===== src/rtl/div_operand_sequencer_if.sv =====
// Request and result handshake bundle between div_operand_sequencer and its
// producer/consumer. The sequencer attaches through the slave modport.
interface div_operand_sequencer_if #(
  parameter int WIDTH = 8
);
  logic             in_valid;
  logic             in_ready;
  logic [WIDTH-1:0] in_numerator;
  logic [WIDTH-1:0] in_denominator;
  logic             out_valid;
  logic             out_ready;
  logic [WIDTH-1:0] out_quotient;

  modport slave (
    input  in_valid,
    input  in_numerator,
    input  in_denominator,
    input  out_ready,
    output in_ready,
    output out_valid,
    output out_quotient
  );

  modport master (
    output in_valid,
    output in_numerator,
    output in_denominator,
    output out_ready,
    input  in_ready,
    input  out_valid,
    input  out_quotient
  );
endinterface


===== src/rtl/div_operand_sequencer.sv =====
// Queues divide requests, holds each operand pair on a free-running serial
// divider until its quotient has settled, then hands the quotient downstream.
// Optional macro DIVSEQ_ZERO_BYPASS_EN: zero denominators skip the divider.
module div_operand_sequencer #(
  parameter int WIDTH       = 8,
  parameter int FIFO_DEPTH  = 4,
  parameter int HOLD_CYCLES = 2*WIDTH+3
) (
  input  logic                  clock,
  input  logic                  reset,
  div_operand_sequencer_if.slave bus,
  output logic [WIDTH-1:0]      div_numerator,
  output logic [WIDTH-1:0]      div_denominator,
  input  logic [WIDTH-1:0]      div_quotient,
  output logic                  busy
);

  localparam int PTR_W = $clog2(FIFO_DEPTH);
  localparam int CNT_W = $clog2(HOLD_CYCLES+1);
  localparam logic [PTR_W:0]   FULL_COUNT = (PTR_W+1)'(FIFO_DEPTH);
  localparam logic [CNT_W-1:0] LAST_COUNT = CNT_W'(HOLD_CYCLES-1);

  typedef enum logic [1:0] {
    ST_IDLE = 2'd0,
    ST_WAIT = 2'd1,
    ST_DONE = 2'd2
  } state_t;

  state_t               state_r;
  state_t               state_nxt_s;
  logic [2*WIDTH-1:0]   fifo_mem_r [FIFO_DEPTH];
  logic [PTR_W-1:0]     wr_ptr_r;
  logic [PTR_W-1:0]     rd_ptr_r;
  logic [PTR_W:0]       count_r;
  logic [CNT_W-1:0]     hold_cnt_r;
  logic                 out_valid_r;
  logic [WIDTH-1:0]     out_quotient_r;
  logic [WIDTH-1:0]     div_num_r;
  logic [WIDTH-1:0]     div_den_r;

  logic                 empty_s;
  logic                 full_s;
  logic                 push_s;
  logic                 pop_s;
  logic                 load_s;
  logic                 capture_s;
  logic                 bypass_s;
  logic                 release_s;
  logic [2*WIDTH-1:0]   head_s;
  logic [WIDTH-1:0]     head_num_s;
  logic [WIDTH-1:0]     head_den_s;

  assign empty_s    = (count_r == {(PTR_W+1){1'b0}});
  assign full_s     = (count_r == FULL_COUNT);
  // in_ready comes from stored occupancy only, so a same-cycle pop never frees a slot early.
  assign push_s     = bus.in_valid && !full_s;
  assign head_s     = fifo_mem_r[rd_ptr_r];
  assign head_num_s = head_s[2*WIDTH-1:WIDTH];
  assign head_den_s = head_s[WIDTH-1:0];

  assign bus.in_ready     = !full_s;
  assign bus.out_valid    = out_valid_r;
  assign bus.out_quotient = out_quotient_r;
  assign div_numerator    = div_num_r;
  assign div_denominator  = div_den_r;
  assign busy             = (state_r != ST_IDLE) || !empty_s;

  // Next-state and per-cycle action decode for the sequencing FSM.
  always_comb begin
    state_nxt_s = state_r;
    pop_s       = 1'b0;
    load_s      = 1'b0;
    capture_s   = 1'b0;
    bypass_s    = 1'b0;
    release_s   = 1'b0;
    case (state_r)
      ST_IDLE: begin
        if (!empty_s) begin
          pop_s = 1'b1;
`ifdef DIVSEQ_ZERO_BYPASS_EN
          if (head_den_s == {WIDTH{1'b0}}) begin
            bypass_s    = 1'b1;
            state_nxt_s = ST_DONE;
          end else begin
            load_s      = 1'b1;
            state_nxt_s = ST_WAIT;
          end
`else
          load_s      = 1'b1;
          state_nxt_s = ST_WAIT;
`endif
        end else begin
          state_nxt_s = ST_IDLE;
        end
      end
      ST_WAIT: begin
        // hold_cnt_r counts completed cycles with the current operands visible.
        if (hold_cnt_r == LAST_COUNT) begin
          capture_s   = 1'b1;
          state_nxt_s = ST_DONE;
        end else begin
          state_nxt_s = ST_WAIT;
        end
      end
      ST_DONE: begin
        if (out_valid_r && bus.out_ready) begin
          release_s   = 1'b1;
          state_nxt_s = ST_IDLE;
        end else begin
          state_nxt_s = ST_DONE;
        end
      end
      default: begin
        state_nxt_s = ST_IDLE;
      end
    endcase
  end

  // FSM state register.
  always_ff @(posedge clock) begin
    if (reset) begin
      state_r <= ST_IDLE;
    end else begin
      state_r <= state_nxt_s;
    end
  end

  // Hold counter: cleared on load, saturates at the capture count.
  always_ff @(posedge clock) begin
    if (reset) begin
      hold_cnt_r <= {CNT_W{1'b0}};
    end else if (load_s) begin
      hold_cnt_r <= {CNT_W{1'b0}};
    end else if ((state_r == ST_WAIT) && !capture_s) begin
      hold_cnt_r <= hold_cnt_r + CNT_W'(1);
    end else begin
      hold_cnt_r <= hold_cnt_r;
    end
  end

  // Request FIFO storage; contents need no reset since occupancy gates reads.
  always_ff @(posedge clock) begin
    if (push_s) begin
      fifo_mem_r[wr_ptr_r] <= {bus.in_numerator, bus.in_denominator};
    end
  end

  // Request FIFO pointers and occupancy.
  always_ff @(posedge clock) begin
    if (reset) begin
      wr_ptr_r <= {PTR_W{1'b0}};
      rd_ptr_r <= {PTR_W{1'b0}};
      count_r  <= {(PTR_W+1){1'b0}};
    end else begin
      if (push_s) begin
        wr_ptr_r <= wr_ptr_r + PTR_W'(1);
      end else begin
        wr_ptr_r <= wr_ptr_r;
      end
      if (pop_s) begin
        rd_ptr_r <= rd_ptr_r + PTR_W'(1);
      end else begin
        rd_ptr_r <= rd_ptr_r;
      end
      case ({push_s, pop_s})
        2'b10:   count_r <= count_r + (PTR_W+1)'(1);
        2'b01:   count_r <= count_r - (PTR_W+1)'(1);
        default: count_r <= count_r;
      endcase
    end
  end

  // Divider operand registers; only a load changes them.
  always_ff @(posedge clock) begin
    if (reset) begin
      div_num_r <= {WIDTH{1'b0}};
      div_den_r <= {WIDTH{1'b0}};
    end else if (load_s) begin
      div_num_r <= head_num_s;
      div_den_r <= head_den_s;
    end else begin
      div_num_r <= div_num_r;
      div_den_r <= div_den_r;
    end
  end

  // Result register and its valid flag toward the consumer.
  always_ff @(posedge clock) begin
    if (reset) begin
      out_valid_r    <= 1'b0;
      out_quotient_r <= {WIDTH{1'b0}};
    end else if (capture_s) begin
      out_valid_r    <= 1'b1;
      out_quotient_r <= div_quotient;
    end else if (bypass_s) begin
      out_valid_r    <= 1'b1;
      out_quotient_r <= {WIDTH{1'b1}};
    end else if (release_s) begin
      out_valid_r    <= 1'b0;
      out_quotient_r <= out_quotient_r;
    end else begin
      out_valid_r    <= out_valid_r;
      out_quotient_r <= out_quotient_r;
    end
  end

endmodule

===== src/flat_wrapper.sv =====
// flat-port wrapper written by rule: the top's interface ports become plain ports
module div_operand_sequencer_flat 
#(
  parameter int WIDTH       = 8,
  parameter int FIFO_DEPTH  = 4,
  parameter int HOLD_CYCLES = 2*WIDTH+3
)
  (clock, reset, div_numerator, div_denominator, div_quotient, busy, bus_in_valid, bus_in_numerator, bus_in_denominator, bus_out_ready, bus_in_ready, bus_out_valid, bus_out_quotient);
  div_operand_sequencer_if #(.WIDTH(WIDTH)) bus_i ();
  input  logic clock;
  input  logic reset;
  output logic [WIDTH-1:0] div_numerator;
  output logic [WIDTH-1:0] div_denominator;
  input  logic [WIDTH-1:0] div_quotient;
  output logic busy;
  input wire logic [$bits(bus_i.in_valid)-1:0] bus_in_valid;
  input wire logic [$bits(bus_i.in_numerator)-1:0] bus_in_numerator;
  input wire logic [$bits(bus_i.in_denominator)-1:0] bus_in_denominator;
  input wire logic [$bits(bus_i.out_ready)-1:0] bus_out_ready;
  output wire logic [$bits(bus_i.in_ready)-1:0] bus_in_ready;
  output wire logic [$bits(bus_i.out_valid)-1:0] bus_out_valid;
  output wire logic [$bits(bus_i.out_quotient)-1:0] bus_out_quotient;
  assign bus_i.in_valid = bus_in_valid;
  assign bus_i.in_numerator = bus_in_numerator;
  assign bus_i.in_denominator = bus_in_denominator;
  assign bus_i.out_ready = bus_out_ready;
  assign bus_in_ready = bus_i.in_ready;
  assign bus_out_valid = bus_i.out_valid;
  assign bus_out_quotient = bus_i.out_quotient;
  div_operand_sequencer #(.WIDTH(WIDTH), .FIFO_DEPTH(FIFO_DEPTH), .HOLD_CYCLES(HOLD_CYCLES)) u_core (.clock(clock), .reset(reset), .bus(bus_i), .div_numerator(div_numerator), .div_denominator(div_denominator), .div_quotient(div_quotient), .busy(busy));
endmodule

===== config.mk =====
export PLATFORM = sky130hd
export DESIGN_NAME = div_operand_sequencer_flat
export DESIGN_NICKNAME = d
export VERILOG_FILES = /design/src/rtl/div_operand_sequencer_if.sv /design/src/rtl/div_operand_sequencer.sv /design/src/flat_wrapper.sv
export SDC_FILE = /design/constraint.sdc
export NUM_CORES = 1
export LEC_CHECK = 0
export ABC_AREA = 1
export BUFFER_PORTS_ARGS = -buffer_cell sky130_fd_sc_hd__buf_2
export CAP_MARGIN = 15
export CORE_ASPECT_RATIO = 1.4
export CORE_MARGIN = 8
export CORE_UTILIZATION = 55
export CTS_BUF_LIST = sky130_fd_sc_hd__clkbuf_16
export CTS_CLUSTER_DIAMETER = 120
export DETAILED_ROUTE_END_ITERATION = 7
export PLACE_DENSITY = 0.85
export SYNTH_ARGS = -nofsm -noshare
export SYNTH_HDL_FRONTEND = slang
export SYNTH_SLANG_ARGS = --single-unit

===== constraint.sdc =====
create_clock -name clock -period 6.1 [get_ports clock]
set_clock_uncertainty 0.15 [all_clocks]
set_input_delay 0.305 -clock clock [delete_from_list [all_inputs] [get_ports clock]]
set_output_delay 0.305 -clock clock [all_outputs]
set_load 0.01 [all_outputs]

# Word-level counts from Yosys, hierarchy flattened
# Memory sizes are Yosys's and may differ from the RTL's. A register that Yosys moved wholly into a read port is not among the register bits.
# Index checks and enable logic that the tools add are counted.
dict set report totals {
  wordCells 47
  input_bits 28
  ram_bits 64
  out_inout_bits 27
  n_memories 1
  reg_bits 23
}
# memory depth width read_ports rd_ports_with_merged_regs wr line_no
set mem_list {}
lappend mem_list {u_core.fifo_mem_r 4 16 1 1 1 div_operand_sequencer.sv:31} ;# logic [2*WIDTH-1:0] fifo_mem_r [FIFO_DEPTH];
dict set report classes {
  reduce_logical 13
  n_eq_ne 6
  mux 15
  n_addsub 5
}
# cell n
set op_table {}
lappend op_table {{$mux 1} 11}
lappend op_table {{$pmux 2 s3} 1}
lappend op_table {{$pmux 3 s2} 1}
lappend op_table {{$reduce_bool 2->1} 3}
lappend op_table {{$add 5x1->5 const B} 1}
lappend op_table {{$eq 5x5->1 const B} 1}
lappend op_table {{$add 2x1->2 const B} 2}
lappend op_table {{$eq 2x1->1 const B} 2}
lappend op_table {{$eq 2x2->1 const B} 2}
lappend op_table {{$mux 2} 2}
lappend op_table {{$add 3x1->3 const B} 1}
lappend op_table {{$eq 3x3->1 const B} 1}
lappend op_table {{$logic_and 1x1->1} 3}
lappend op_table {{$logic_not 1->1} 3}
lappend op_table {{$logic_not 3->1} 1}
lappend op_table {{$sub 3x1->3 const B} 1}
lappend op_table {{$logic_not 2->1} 1}
lappend op_table {{$reduce_or 2->1} 1}
lappend op_table {{$logic_or 1x1->1} 1}

# Longest topological paths before layout
dict set report logic_depth {
  word_depth 5
  mapped_depth 10
  depth_no_buf 10
}

# Least setup slack after synthesis
# Ideal clock, no wire load.
dict set report synth_path {
  kind {flip-flop to flip-flop}
  startpoint {register u_core.count_r[0]}
  endpoint {register u_core.count_r[2]}
  arrival_time_ns 1.791
  slack_ns 4.043
  stages_incl_launch_ff 9
  n_path_buf 0
  setup_time_ns 0.115
  period_less_slack_ns 2.057
  required_ns 5.835
  cell_sequence {dfxtp_1 inv_1 nand3_1 nand2_1 ha_1 fa_1 or2_2 a31oi_1 nor2_1}
}
dict set report synth_between {
  elab_chain_cells 5
  word_cells_on_any_way 12
  cone_classes {2 x add/sub; 3 x eq/ne; 3 x mux; 4 x reduce/logical}
}
# element line_no
set synth_rtl {}
lappend synth_rtl {{start, declared} div_operand_sequencer.sv:34} ;# logic [PTR_W:0] count_r;
lappend synth_rtl {{start signal, assigned} div_operand_sequencer.sv:153} ;# count_r <= {(PTR_W+1){1'b0}};
lappend synth_rtl {{start signal, assigned} div_operand_sequencer.sv:166} ;# 2'b10: count_r <= count_r + (PTR_W+1)'(1);
lappend synth_rtl {{start signal, assigned} div_operand_sequencer.sv:167} ;# 2'b01: count_r <= count_r - (PTR_W+1)'(1);
lappend synth_rtl {{$eq 3x3->1 (*)} div_operand_sequencer.sv:54} ;# assign full_s = (count_r == FULL_COUNT);
lappend synth_rtl {{$logic_not 1->1 (*)} n/a}
lappend synth_rtl {{via bus_in_ready} flat_wrapper.sv:20} ;# output wire logic [$bits(bus_i.in_ready)-1:0] bus_in_ready;
lappend synth_rtl {{$logic_and 1x1->1 (*)} div_operand_sequencer.sv:56} ;# assign push_s = bus.in_valid && !full_s;
lappend synth_rtl {{$eq 2x1->1 / $eq 2x2->1 (equally long branches)} div_operand_sequencer.sv:165} ;# case ({push_s, pop_s})
lappend synth_rtl {{$pmux 3 s2 / $reduce_bool 2->1 (equally long branches)} n/a}
# Mark *: on every way through the listed nets, which the timed path passes. The rest lies on a longest branch.
# A chain may end at the register's enable or synchronous reset.

# Worst setup path in the final report
dict set report layout_path {
  startpoint {register u_core.count_r[0]}
  endpoint {register u_core.count_r[2]}
}
dict set report layout_between {
  elab_chain_cells 5
  word_cells_on_any_way 12
  cone_classes {2 x add/sub; 3 x eq/ne; 3 x mux; 4 x reduce/logical}
}
# element line_no
set layout_rtl {}
lappend layout_rtl {{$logic_not 3->1 (*)} div_operand_sequencer.sv:53} ;# assign empty_s = (count_r == {(PTR_W+1){1'b0}});
lappend layout_rtl {{$mux 1 (*) (2 in series)} n/a}
lappend layout_rtl {{via u_core.load_s} div_operand_sequencer.sv:45} ;# logic load_s;
lappend layout_rtl {{$eq 2x1->1 / $eq 2x2->1 (equally long branches)} div_operand_sequencer.sv:165}
lappend layout_rtl {{$pmux 3 s2 / $reduce_bool 2->1 (equally long branches)} n/a}
# Marked as above.

==> Flow_metrics.wiki <==
{| class="wikitable"
! Metric !! Value
|-
| Outcome || complete, no violations
|-
| Antenna violations before repair || 0
|-
| Destination of the critical timing path || u_core.count_r[2]$_SDFFE_PP0P_
|-
| Switching Power || 0.776 mW
|-
| Number of global-route vias before repair || 3151
|-
| Slack of the worst reg-to-reg path || 3.66 ns
|-
| Top cells by instance count after synthesis || 179 x nand2_1, 65 x inv_1, 64 x edfxtp_1, 44 x nor2_1, 39 x dfxtp_1
|-
| Max VDD drop || 0.291 mV
|-
| Critical path startpoint || u_core.count_r[0]$_SDFFE_PP0P_
|-
| Detailed-route DRC error count || 0
|-
| Detailed-route via count || 3201
|-
| Detailed placer's ending HPWL || 5910 µm
|-
| Crit Path Class || flip-flop to flip-flop
|-
| Number of distinct library cells after synthesis || 28
|-
| Final design instance area without fill || 5010 µm²
|-
| Core Util, Final || 62.3%
|-
| EDFF count, synth || 64
|-
| Worst reg2reg path endpoint || u_core.count_r[2]$_SDFFE_PP0P_
|-
| Routed length per placed instance || 13.3 µm
|-
| Max-cap check violation count || 0
|-
| Overall Global Routing Usage || 16.0%
|-
| Clock period minus final worst setup slack || 2.44 ns
|-
| Kind of start point of the critical path || flip-flop
|-
| Clk_lat worst skew || 0.34 ns
|-
| Diodes inserted || 0
|-
| Post-synthesis share of cell area spent on full adders, half adders and majority gates || 2.40%
|-
| Number of max-slew violations in the final report || 0
|-
| Storage element area || 2700 µm²
|-
| Area leader, netlist || edfxtp_1
|-
| Primary FF master, synth || edfxtp_1
|-
| PwrDens || 428 nW/µm²
|-
| Top cells by area in the synthesized netlist || edfxtp_1 43%, dfxtp_1 17%, nand2_1 15%
|-
| Basic-gate share of the synthesized area counting and, or, nand and nor cells || 24.5%
|-
| Compound-cell area share of the yosys netlist || 3.19%
|-
| Net count reported at finish || 577
|-
| Sequential area share after synthesis || 60.4%
|-
| Post-layout power || 2.14 mW
|-
| YS warnings || 0
|-
| Ratio of final minimum period to clock period || 40.1%
|-
| Fmax || 409 MHz
|-
| Library cell with the highest instance count after synthesis || nand2_1
|-
| Fraction of power consumed by sequential logic || 43.7%
|-
| Element type at the critical path end || flip-flop
|-
| Crit path setup slack, layout || 3.66 ns
|-
| CTS tree || built
|-
| Die area || 11300 µm²
|-
| Global-route wire length before repair || 14300 µm
|-
| Core Footprint || 8050 µm²
|-
| Standard-cell rows || 39
|-
| CTS clock-pin slew for the worst setup and hold paths || 0.06 ns
|-
| Relative contribution of combinational cells to total power || 33.0%
|-
| # placed instances || 632
|-
| Detail-routed via count per cell || 4.95
|-
| Worst Tran Pin Value || 0.743 ns
|-
| Maximum number of pins on one net before global-route repair || 38
|-
| Met3 Usage GRT || 4.35%
|-
| Arrival time reported for the critical path endpoint || 2.53 ns
|-
| #FFs+latches synth || 103
|-
| Number of top-level pins || 55
|-
| First drt pass iteration count || 4
|-
| Internal cell power || 1.37 mW
|-
| Fraction of post-synthesis cell area in the top cell type by area || 42.9%
|-
| CTS-repair resized insts || 0
|-
| Final hold violation count || 0
|-
| Portion of netlist area occupied by mux cells || 0%
|-
| Average cell area after synthesis || 9.12 µm²
|-
| Synthesized instance count || 491
|-
| Overflow left after global routing || 0
|-
| Power share of the clock group || 23.3%
|-
| Sink Count || 103
|-
| Path category of the worst min-delay check || input pin to flip-flop
|-
| Max Buffers Root-to-Sink || 2
|-
| Placed cell areas || 4760 µm²
|-
| Worst setup slack after placement || 3.67 ns
|-
| Multi-input gate area || 1360 µm²
|-
| Grt met2 use || 28.7%
|-
| H-Tree Depth || 3
|-
| Slew headroom || 50.4%
|-
| Proportion of layout cells with a drive suffix above 1 || 15.4%
|-
| GRT met1 Usage || 16.9%
|-
| Post-CTS Hold Fix Bufs || 0
|-
| Final weighted congestion in routability-driven placement || 0.781
|-
| Layer with the highest usage after global routing || met2
|-
| Syn-to-layout area delta || 11.9%
|-
| Final cell count without fillers || 647
|-
| Post-route worst hold slack || 0.0270 ns
|-
| Initial Utilization || 55.6%
|-
| Critical Path Fanout Max || 37
|-
| Synthesized-area fraction occupied by xor and xnor cells || 0.196%
|-
| Root buffer cell || clkbuf_16
|-
| Final-layout setup total negative slack || 0 ns
|-
| Setup repair after global routing missed its margin || false
|-
| Vertical die dimension || 123 µm
|-
| Share of synthesized flip-flops with an asynchronous set or reset || 0%
|-
| R2r startpoint || u_core.count_r[0]$_SDFFE_PP0P_
|-
| Logic depth of the worst register-to-register path || 9
|-
| Required time of the critical path || 6.19 ns
|-
| Routed wire length || 8620 µm
|-
| Post-synthesis cell area || 4480 µm²
|-
| Total clock buffers created by CTS || 9
|-
| Main combinational cell family by area after synthesis || simple AND/OR/NAND/NOR gates
|-
| Finish-stage setup viols || 0
|-
| Width of the chip || 92.3 µm
|-
| Switch share || 36.2%
|-
| Number of nets in the synthesized netlist || 527
|-
| Static Leak || 2.30 nW
|-
| Detailed Route Iter0 Violations || 246
|-
| Remaining number of nets flagged by the antenna check after routing || 0
|-
| Port Buffer Count || 54
|-
| Number of fill cells in the layout || 653
|-
| Number of post-CTS setup repair buffers || 0
|}
layout make-up:
cell class,instances,area share (%)
Tap cell,102,2.55
Inverter,69,5.22
Multi-Input combinational cell,299,27.1
Sequential cell,103,53.9
Timing Repair Buffer,59,6.14
Clock buffer,9,4.49
Clock inverter,6,0.599
power groups by stage:
stage	logic (mW)	registers [mW]	clock network (mW)
after floorplan	0.551	0.952	0
after global placement	0.682	0.944	0
after detailed placement	0.709	0.951	0
after CTS	0.714	0.936	0.511
after global routing	0.810	0.947	0.539
final	0.707	0.936	0.500
layer usage:
| metal | wire, µm | vias up |
|---|---|---|
| met3 | 455 | 12 |
| met5 | 0 | - |
| met1 | 3450 | 1479 |
| met2 | 4560 | 67 |
| met4 | 150 | 0 |
| li1 | - | 1643 |
sequential cells by signal (all words and copies together) (netlist names):
signal	cells
u_core.div_denominator	8
u_core.hold_cnt_r	5
u_core.div_numerator	8
u_core.wr_ptr_r	2
u_core.bus.out_valid	1
u_core.rd_ptr_r	2
u_core.state_r	2
u_core.fifo_mem_r	64
u_core.bus.out_quotient	8
u_core.count_r	3
kinds of logic (layout without fill, tap and decap cells):
group / after synthesis / count (layout)
buffers and inverters: 89 / 143
adder cells (fa/ha/maj): 8 / 8
XOR/XNOR: 1 / 1
AND/OR/NAND/NOR: 264 / 264
flip-flops: 103 / 103
AO/OA/AOI/OAI: 26 / 26
worst min path at each step:
stage	slack (ns)	startpoint	endpoint	cells past startpoint
5_1_grt	0.02	bus_in_denominator[0]	u_core.fifo_mem_r[2][0]$_DFFE_PP_	1
3_5_place_dp	0.31	u_core.bus.out_quotient[2]$_SDFFE_PP0P_	u_core.bus.out_quotient[2]$_SDFFE_PP0P_	2
2_1_floorplan	0.22	reset	u_core.bus.out_quotient[0]$_SDFFE_PP0P_	1
3_3_place_gp	0.30	u_core.bus.out_quotient[1]$_SDFFE_PP0P_	u_core.bus.out_quotient[1]$_SDFFE_PP0P_	2
4_1_cts	0.02	bus_in_numerator[2]	u_core.fifo_mem_r[2][10]$_DFFE_PP_	1
6_report	0.03	bus_in_numerator[2]	u_core.fifo_mem_r[0][10]$_DFFE_PP_	1
critical path, cell delays in order (launching register included):
cell	delay (ns)
dfxtp_1	0.34
inv_1	0.16
nand3_2	0.13
nand2_4	0.31
inv_1	0.11
ha_1	0.26
fa_1	0.40
or2_2	0.30
a31oi_1	0.15
nor2_1	0.05
placed cells by master (no fill, tap or decap), types with 2 or more instances in the layout:
master	count
a21oi_1	19
buf_2	54
buf_4	5
clkbuf_16	9
clkinv_2	2
dfxtp_1	39
edfxtp_1	64
ha_1	7
inv_1	66
inv_2	3
nand2_1	179
nand3_1	21
nand4_1	12
nor2_1	44
nor2_4	2
o21ai_0	4
Note: power is estimated with default switching activity, not from simulation.
